[src/rtl/data_memory_arbiter.sv]
// data_memory_arbiter: round-robin 2-port access sequencer for the data memory; define DMEM_BOUNDS_CHECK_EN to reject addr >= MEM_DEPTH.
// Latency: gnt+strobe in the cycle after req is sampled, rdata/rvalid 2 cycles after gnt; req held until gnt, ignored while busy.
module data_memory_arbiter #(
  parameter int DATA_W    = 16,
  parameter int ADDR_W    = 16,
  parameter int MEM_DEPTH = 1600
) (
  input  logic              clock_i,
  input  logic              reset_i,
  input  logic              req0_i,
  input  logic              req1_i,
  input  logic              we0_i,
  input  logic              we1_i,
  input  logic [ADDR_W-1:0] addr0_i,
  input  logic [ADDR_W-1:0] addr1_i,
  input  logic [DATA_W-1:0] wdata0_i,
  input  logic [DATA_W-1:0] wdata1_i,
  output logic              gnt0_o,
  output logic              gnt1_o,
  output logic              rvalid0_o,
  output logic              rvalid1_o,
  output logic [DATA_W-1:0] rdata0_o,
  output logic [DATA_W-1:0] rdata1_o,
  output logic              err0_o,
  output logic              err1_o,
  output logic              MemRead_o,
  output logic              MemWrite_o,
  output logic [ADDR_W-1:0] address_o,
  output logic [DATA_W-1:0] writeData_o,
  input  logic [DATA_W-1:0] dataRead_i
);

`ifdef DMEM_BOUNDS_CHECK_EN
  localparam bit CheckEn = 1'b1;
`else
  localparam bit CheckEn = 1'b0;
`endif

  typedef enum logic [1:0] {IDLE, BUSY, RESP} state_t;

  state_t            state_q;
  logic              port_q;
  logic              last_q;
  logic              gnt0_q, gnt1_q;
  logic              rvalid0_q, rvalid1_q;
  logic              err0_q, err1_q;
  logic              mem_rd_q, mem_wr_q;
  logic [ADDR_W-1:0] addr_q;
  logic [DATA_W-1:0] wdata_q;
  logic [DATA_W-1:0] rdata0_q, rdata1_q;

  logic              pick1_d;
  logic              we_d;
  logic              oob_d;
  logic [ADDR_W-1:0] addr_d;
  logic [DATA_W-1:0] wdata_d;

  // On a tie the port that did not win last time goes next.
  always_comb begin
    pick1_d = req1_i && (!req0_i || !last_q);
    we_d    = pick1_d ? we1_i    : we0_i;
    addr_d  = pick1_d ? addr1_i  : addr0_i;
    wdata_d = pick1_d ? wdata1_i : wdata0_i;
    oob_d   = CheckEn && (32'(addr_d) >= 32'(MEM_DEPTH));
  end

  always_ff @(posedge clock_i) begin
    if (reset_i) begin
      state_q   <= IDLE;
      port_q    <= 1'b0;
      last_q    <= 1'b1;
      gnt0_q    <= 1'b0;
      gnt1_q    <= 1'b0;
      rvalid0_q <= 1'b0;
      rvalid1_q <= 1'b0;
      err0_q    <= 1'b0;
      err1_q    <= 1'b0;
      mem_rd_q  <= 1'b0;
      mem_wr_q  <= 1'b0;
      addr_q    <= '0;
      wdata_q   <= '0;
      rdata0_q  <= '0;
      rdata1_q  <= '0;
    end else begin
      gnt0_q    <= 1'b0;
      gnt1_q    <= 1'b0;
      rvalid0_q <= 1'b0;
      rvalid1_q <= 1'b0;
      err0_q    <= 1'b0;
      err1_q    <= 1'b0;
      mem_rd_q  <= 1'b0;
      mem_wr_q  <= 1'b0;
      case (state_q)
        IDLE: begin
          if (req0_i || req1_i) begin
            state_q <= BUSY;
            port_q  <= pick1_d;
            last_q  <= pick1_d;
            gnt0_q  <= !pick1_d;
            gnt1_q  <= pick1_d;
            addr_q  <= addr_d;
            wdata_q <= wdata_d;
            if (oob_d) begin
              err0_q <= !pick1_d;
              err1_q <= pick1_d;
            end else begin
              mem_rd_q <= !we_d;
              mem_wr_q <= we_d;
            end
          end
        end
        // Only an in-range read needs the response cycle.
        BUSY: state_q <= mem_rd_q ? RESP : IDLE;
        RESP: begin
          state_q <= IDLE;
          if (port_q) begin
            rdata1_q  <= dataRead_i;
            rvalid1_q <= 1'b1;
          end else begin
            rdata0_q  <= dataRead_i;
            rvalid0_q <= 1'b1;
          end
        end
        default: state_q <= IDLE;
      endcase
    end
  end

  assign gnt0_o      = gnt0_q;
  assign gnt1_o      = gnt1_q;
  assign rvalid0_o   = rvalid0_q;
  assign rvalid1_o   = rvalid1_q;
  assign rdata0_o    = rdata0_q;
  assign rdata1_o    = rdata1_q;
  assign err0_o      = err0_q;
  assign err1_o      = err1_q;
  assign MemRead_o   = mem_rd_q;
  assign MemWrite_o  = mem_wr_q;
  assign address_o   = addr_q;
  assign writeData_o = wdata_q;

endmodule

[config.mk]
export PLATFORM = sky130hd
export DESIGN_NAME = data_memory_arbiter
export DESIGN_NICKNAME = d
export VERILOG_FILES = /design/src/rtl/data_memory_arbiter.sv
export SDC_FILE = /design/constraint.sdc
export NUM_CORES = 1
export LEC_CHECK = 0
export CAP_MARGIN = 5
export CORE_MARGIN = 3
export CORE_UTILIZATION = 55
export CTS_CLUSTER_DIAMETER = 120
export DETAILED_ROUTE_END_ITERATION = 8
export DONT_BUFFER_PORTS = 1
export GPL_TIMING_DRIVEN = 0
export PLACE_DENSITY = 0.7
export SKIP_LAST_GASP = 1
export SLEW_MARGIN = 20
export SYNTH_ARGS = -nofsm -noshare
export SYNTH_HDL_FRONTEND = slang
export SYNTH_SLANG_ARGS = --single-unit
[constraint.sdc]
create_clock -name clock_i -period 3.2 [get_ports clock_i]
set_clock_uncertainty 0.15 [all_clocks]
set_input_delay 0.32 -clock clock_i [delete_from_list [all_inputs] [get_ports clock_i]]
set_output_delay 0.32 -clock clock_i [all_outputs]
set_load 0.05 [all_outputs]
# Word-level counts from Yosys, hierarchy flattened

Index checks and enable logic that the tools add are counted.
Widths: inputs -> output; s select.

Input bits: 86
Register bits: 74
Output and inout bits: 72
Word-level logic and storage cells: 41

Reductions and logical operators: 13
Multiplexer cells: 8
Equal/unequal tests: 3
Bitwise gates (word level): 4

Operators with widths:

| cell               | count |
|---|---|
| $mux 16            | 2 |
| $reduce_and 2->1   | 3 |
| $logic_not 1->1    | 4 |
| $mux 2             | 2 |
| $not 1->1          | 4 |
| $pmux 2 s2         | 1 |
| $mux 1             | 3 |
| $reduce_or 3->1    | 1 |
| $eq 2x1->1 const B | 1 |
| $eq 2x2->1 const B | 1 |
| $logic_not 2->1    | 1 |
| $logic_or 1x1->1   | 2 |
| $ne 2x2->1 const B | 1 |
| $reduce_or 2->1    | 1 |
| $logic_and 1x1->1  | 1 |

# Logic depth before layout (Yosys ltp)

Gate-level depths: netlist of run 1.

Word-level depth: 5
Mapped depth: 6
Mapped depth without buffers: 3

# Worst setup path after synthesis of run 1

Ideal clock, no wire load.

Path type: input to register
Start: input port reset_i
End: register addr_q[0] (netlist: address_o[0])
Path slack: 1.510 ns
Arrival time: 1.480 ns
Stages on the path: 6
Cell sequence: buf_6 -> or3_1 -> buf_6 -> nor3_4 -> buf_6 -> a221o_1

RTL lines:

| item                 | line | text |
|---|---|---|
| from (decl)          | 9    | `input logic reset_i,` |
| to (signal assigned) | 101  | `addr_q <= addr_d;` |
| to (decl)            | 48   | `logic [ADDR_W-1:0] addr_q;` |

# Final worst setup path of run 1

Start: register last_q
End: register mem_wr_q (netlist: MemWrite_o)

Word-level cells in the longest chain between the ends: 4

RTL lines:

| item                   | line | text |
|---|---|---|
| from (decl)            | 43   | `logic last_q;` |
| from (signal assigned) | 98   | `last_q <= pick1_d;` |
| $logic_not 1->1        | 60   | `pick1_d = req1_i && (!req0_i \|\| !last_q);` |
| $logic_or 1x1->1       | 60   |  |
| $logic_and 1x1->1      | 60   |  |
| $mux 1                 | 61   | `we_d = pick1_d ? we1_i : we0_i;` |
| to (signal assigned)   | 108  | `mem_wr_q <= we_d;` |
| to (decl)              | 47   | `logic mem_rd_q, mem_wr_q;` |

No other way between the ends.
A chain may end at the register's enable or synchronous reset.

==> impl_results.md, run 1 <==
* WP data arrival at 2.25 ns
* Fin nets at 467
* Via-to-Cell Ratio at 5.517
* CP endpoint kind: register
* Clock tree root driver cell: clkbuf_8
* Power Dens Cells at 578.8 mW/mm^2
* Average cell area after synthesis at 8.821 sq um
* Yosys top cell by area: dfxtp_1
* CP max stage delay at 0.56 ns
* Post-CTS sizing at 0
* Die ar. at 0.005993 sq mm
* Most common cell in the netlist: dfxtp_1
* Critical Path RT at 3.28 ns
* IO Port Bufs at 0
* Pin count of the biggest net entering global routing at 13
* Hold_buf cts at 51
* Worst Hold Class: input port to register
* Unrepaired setup endpoints after global routing: false
* Peak supply drop at 0.3316 mV
* Slew @ Worst Pin at 0.5563 ns
* Ys async rst share at 0
* Clk_lat worst skew at 0.33 ns
* Synth area leaders: dfxtp_1 53%, a221o_1 11%, nand2_1 8.6%
* Leak at 1.424 nW
* # clock sinks at 74
* Mapped Cells at 318
* Layout cells sized above 1 at 0.07254
* Setup Crit Path Kind: register to register
* CTS clock-pin slew for the worst setup and hold paths at 0.08 ns
* Synth top area share at 0.5281
* Drt drc at 0
* CP cell instances: nor2b_1 -> nand3b_1 -> dlygate4sd3_1 -> a21oi_1 -> dlygate4sd3_1
* GRT Residual Overflow at 0
* H-tree levels at 3
* Register share of total power at 0.553
* Yosys warnings at 0
* Detailed Place HPWL at 4892 microns
* NetSw at 0.0006165 W
* Post-Syn Area at 0.002805 sq mm
* Core Region at 0.004817 sq mm
* Startpoint types: register
* DR vias at 2499
* Die Wd at 77.42 microns
* Outcome: finished, final reports clean
* Post-synth top cells: 74 x dfxtp_1, 64 x nand2_1, 34 x a21oi_1, 34 x inv_1
* Io pins at 158
* Vias in the first global route at 2528
* Setup-failing EPs final at 0
* Comb pwr share at 0.095
* Post-synth EDFFs at 0
* Die Ht at 77.42 microns
* Max-cap viol count at 0
* Total Wirelength at 7624 microns
* Clock power share at 0.351
* Wirelength per Cell at 16.83 microns
* Drt first-iter violations at 96
* Post-CTS Setup Bufs at 0
* Final hold viol count at 0
* Post-route setup TNS at 0 ns
* Gr usage total at 0.2572
* Antenna viol nets, final at 0
* Critical-path top delay cell: dlygate4sd3_1
* Routability cong. at 0.7617
* Max Fclk at 0.4622 GHz
* Global-route wire length before repair at 12300 microns
* First-pass DRT Iterations at 4
* Crit-path most repeated cell: dlygate4sd3_1
* Slew Limit Fails at 0
* TritonCTS clock tree: done
* Fin crit share at 0.6761
* Synth Flop Type: dfxtp_1
* Switching Share at 0.2952
* Clock Tree Buf Depth at 2
* Int Power at 0.001472 W
* Rel. slew slack at 0.6286
* Final Power at 0.002089 W
* Post-synth cell types at 25
* Num rows at 25
* Initial Utilization at 0.5823
* Tmin final at 2.163 ns
* Antenna Cells at 0
* Antenna violations before repair at 0
* Cts bufs inserted at 9
* Worst-path fanout max at 3
* Area delta synth->final at 28.64%
* Yosys reg bits at 74
* Sequential-to-total area share from yosys stat at 0.5281
worst max-delay path: cells and delay by family, from the launching register on:
kind | cells | cell delay (ns)
simple gates | 2 | 0.42
compound gates | 1 | 0.06
buf+inv | 2 | 1.11
flops | 1 | 0.32
power groups by stage:
| stage | logic [W] | clock network (W) | registers, W |
|---|---|---|---|
| 3_5_place_dp | 0.000141 | 0 | 0.00117 |
| 2_1_floorplan | 0.000116 | 0 | 0.00116 |
| 5_1_grt | 0.000218 | 0.000785 | 0.00116 |
| 3_3_place_gp | 0.000137 | 0 | 0.00118 |
| 6_report | 0.000199 | 0.000734 | 0.00116 |
| 4_1_cts | 0.000195 | 0.000748 | 0.00115 |
flip-flops by register name, summed over array words and instances (netlist names):
name and cells:
address_o 16, rdata0_o 16, rdata1_o 16, writeData_o 16, state_q 2, MemRead_o 1
MemWrite_o 1, gnt0_o 1, gnt1_o 1, last_q 1, port_q 1, rvalid0_o 1
rvalid1_o 1
final timing paths:
| kind | start | end | slack (ns) | depth (start not counted) |
|---|---|---|---|---|
| max | last_q | MemWrite_o | 1.04 | 5 |
| min | we1_i | MemRead_o | 0.02 | 2 |
| max reg2reg | last_q | MemWrite_o | 1.04 | 5 |
| min reg2reg | last_q | last_q | 0.35 | 2 |
routing by layer:
| metal | track usage | vias to the layer above | wire (microns) |
|---|---|---|---|
| li1 | - | 1209 | - |
| met1 | 0.2879 | 1149 | 2951 |
| met2 | 0.4326 | 126 | 3805 |
| met3 | 0.09281 | 15 | 711 |
| met4 | 0.1246 | 0 | 156 |
| met5 | 0 | - | 0 |
final cells by class:
| class | instances | area [sq um] |
|---|---|---|
| Timing Repair Buffer | 51 | 510.5 |
| Sequential cell | 74 | 1481 |
| Clock inverter | 4 | 50.05 |
| Clock buffer | 12 | 155.1 |
| Fill cell | 373 | 1209 |
| Tap cell | 67 | 83.83 |
| Buffer | 26 | 142.6 |
| Inverter | 34 | 127.6 |
| Multi-Input combinational cell | 185 | 1057 |
kinds of logic (layout without fill, tap and decap cells):
family	count (synthesis)	in the layout	share of synthesized area
simple gates	112	112	0.1838
buf+inv	60	127	0.09634
flops	74	74	0.5281
compound gates	71	71	0.1905
other cells	1	2	0.001337
layout by cell type (no fill, tap or decap):
cell / netlist / final
dfxtp_1: 74 / 74
nand2_1: 64 / 64
dlygate4sd3_1: 0 / 51
inv_1: 34 / 34
a21oi_1: 34 / 34
nor3_1: 32 / 32
a221o_1: 32 / 32
clkbuf_1: 19 / 20
clkbuf_8: 0 / 11
buf_6: 5 / 5
nor2_1: 5 / 5
nor2b_1: 2 / 2
nand3b_1: 2 / 2
buf_4: 2 / 2
conb_1: 1 / 2
clkinvlp_4: 0 / 2
or3_1: 1 / 1
nor3_4: 1 / 1
or2_2: 1 / 1
a21oi_2: 1 / 1
a21bo_2: 1 / 1
nor3b_2: 1 / 1
or3b_2: 1 / 1
and3b_1: 1 / 1
nor4bb_1: 1 / 1
a21o_1: 1 / 1
o32a_1: 1 / 1
o211ai_1: 1 / 1
bufinv_16: 0 / 1
clkinv_2: 0 / 1
per-stage QoR:
| step | hold WS, ns | util | setup WS, ns | std cells | cell area (sq um) |
|---|---|---|---|---|---|
| floorplan | 0.3034 | - | 1.510 | 319 | 2809 |
| global placement | 0.3075 | 0.6005 | 1.356 | 386 | 2893 |
| detailed placement | 0.3125 | 0.6005 | 1.326 | 386 | 2893 |
| CTS | 0.006858 | 0.7491 | 1.039 | 453 | 3608 |
| global route | 0.01912 | 0.7491 | 0.9334 | 453 | 3608 |
| finish | 0.02193 | 0.7491 | 1.037 | 453 | 3608 |
(Power assumes the default switching activity.)
==> run 2: changes to the inputs <==
PLACE_DENSITY = 0.73   (was 0.7)
clock period = 1.9 ns   (was 3.2 ns; I/O delays follow)
==> run 2 against run 1 <==
Net effect: sequential share of layout area shrank 1.1 points; sequential cell count is the same; first-iteration DRC count up 53%; global-route usage is 0.33 points higher; critical endpoint is now rdata0_o[13]; final cell count rose by 1.8%; count of clock-buffer cells in the layout fell by 3; wire length increased by 2.5%; via count increased by 3.6%; die area unchanged; combinational power rose by 74%; total power grew 74%.
==> impl_results.md, run 2 (same netlist as run 1, synthesis figures left out) <==
* Rel. slew slack at 0.6200
* Layout cells sized above 1 at 0.1117
* Max Fclk at 0.5565 GHz
* CP endpoint kind: register
* Die ar. at 0.005993 sq mm
* Clock power share at 0.370
* H-tree levels at 3
* Vias in the first global route at 2544
* Via-to-Cell Ratio at 5.618
* Worst Hold Class: input port to register
* Tmin final at 1.797 ns
* Slew Limit Fails at 0
* Hold slack at 0.02858 ns
* IO Port Bufs at 0
* CP max stage delay at 0.46 ns
* Antenna Cells at 0
* Antenna viol nets, final at 0
* DR vias at 2590
* Setup-failing EPs final at 0
* Detailed Place HPWL at 4964 microns
* Antenna violations before repair at 0
* Io pins at 158
* Drt first-iter violations at 147
* Register share of total power at 0.535
* Max-cap viol count at 0
* Slew @ Worst Pin at 0.5692 ns
* TritonCTS clock tree: done
* Outcome: finished, final reports clean
* Total Wirelength at 7818 microns
* Most frequent cells in the layout: 74 x dfxtp_1, 64 x nand2_1, 55 x dlygate4sd3_1
* Cts bufs inserted at 9
* Critical Path RT at 1.96 ns
* Comb pwr share at 0.095
* NetSw at 0.001085 W
* Delay-heaviest family, CP: simple AND/OR/NAND/NOR gates
* CP cell instances: or3b_2 -> clkbuf_1 -> buf_2 -> nand2_1 -> a21oi_1
* Switching Share at 0.2981
* Clk_lat worst skew at 0.35 ns
* Initial Utilization at 0.5823
* First-pass DRT Iterations at 5
* CTS clock-pin slew for the worst setup and hold paths at 0.09 ns
* Final Power at 0.003639 W
* Routability cong. at 0.8281
* Int Power at 0.002554 W
* Die Wd at 77.42 microns
* Pin count of the biggest net entering global routing at 14
* Clock Tree Buf Depth at 2
* Num rows at 25
* Area delta synth->final at 32.34%
* # clock sinks at 74
* Unrepaired setup endpoints after global routing: false
* Drt drc at 0
* Gr usage total at 0.2605
* Final hold viol count at 0
* Peak supply drop at 0.6673 mV
* Die Ht at 77.42 microns
* Clock tree root driver cell: clkbuf_8
* Final Util at 0.7706
* Pre-CTS setup slack at 0.03599 ns
* Reg2Reg Setup Slack at 0.10 ns
* Core Region at 0.004817 sq mm
* Post-route setup TNS at 0 ns
* Fin nets at 475
* Power Dens Cells at 980.3 mW/mm^2
* Bufs and invs on worst path at 2
* Commonest non-fill, non-tap cell in the layout: dfxtp_1
* Global-route wire length before repair at 12500 microns
* Setup ws final at 0.1032 ns
* WP data arrival at 1.85 ns
* Startpoint types: register
* Leak at 1.504 nW
* Setup Crit Path Kind: register to register
* Worst-path fanout max at 10
* Wirelength per Cell at 16.96 microns
* GRT Residual Overflow at 0
* Fin crit share at 0.9457
* Critical-path top delay cell: or3b_2
[run 2: cell count changes in the layout (fill, tap and decap cells not counted), sizes merged]
cell and delta:
buf +6, clkbuf -5, dlygate4sd3 +4, clkinv +3, clkinvlp -2, bufinv +1, inv +1
[run 2: path summary, 6_finish.rpt]
check,cells after the start,from,end
setup reg to reg,5,state_q[1],rdata0_o[13]
setup / recovery,5,state_q[1],rdata0_o[13]
hold reg to reg,2,last_q,last_q
hold / removal,3,wdata1_i[7],writeData_o[7]
[run 2: layout make-up]
class / instances / area (sq um)
Inverter: 34 / 127.6
Multi-Input combinational cell: 185 / 1064
Fill cell: 362 / 1105
Tap cell: 67 / 83.83
Clock inverter: 7 / 92.59
Timing Repair Buffer: 60 / 588.1
Buffer: 25 / 151.4
Sequential cell: 74 / 1481
Clock buffer: 9 / 123.9
[run 2: power groups by stage]
| stage | combinational (W) | clock [W] | sequential, W |
|---|---|---|---|
| final | 0.000347 | 0.00135 | 0.00195 |
| after global routing | 0.000383 | 0.00142 | 0.00195 |
| after CTS | 0.000333 | 0.00136 | 0.00194 |
| after detailed placement | 0.000237 | 0 | 0.00198 |
| after global placement | 0.000231 | 0 | 0.00198 |
| after floorplan | 0.000196 | 0 | 0.00196 |
[run 2: routing by layer]
layer | global-route usage | vias up | routed length, microns
met5 | 0 | - | 0
met2 | 0.4344 | 155 | 3978
met1 | 0.2919 | 1199 | 2885
li1 | - | 1224 | -
met3 | 0.09861 | 12 | 825
met4 | 0.1263 | 0 | 127
[run 2: stage by stage]
step / instance area, sq um / std cells
finish: 3712 / 461
global route: 3712 / 461
CTS: 3660 / 457
detailed placement: 2893 / 386
global placement: 2893 / 386
floorplan: 2809 / 319
[run 2: worst min-delay path: cells and delay by family]
family / cells / cell delay [ns]
AOI/OAI and AO/OA: 1 / 0.12
and+or+nand+nor: 1 / 0.17
buffers and inverters: 1 / 0.02
[run 2: what timing repair did]
action / CTS / global route
setup buffers: 0 / 5
endpoints found under the setup margin: 0 / 45
resized for setup: 0 / 22
endpoints found under the hold margin: 68 / 0
hold buffers: 55 / 0
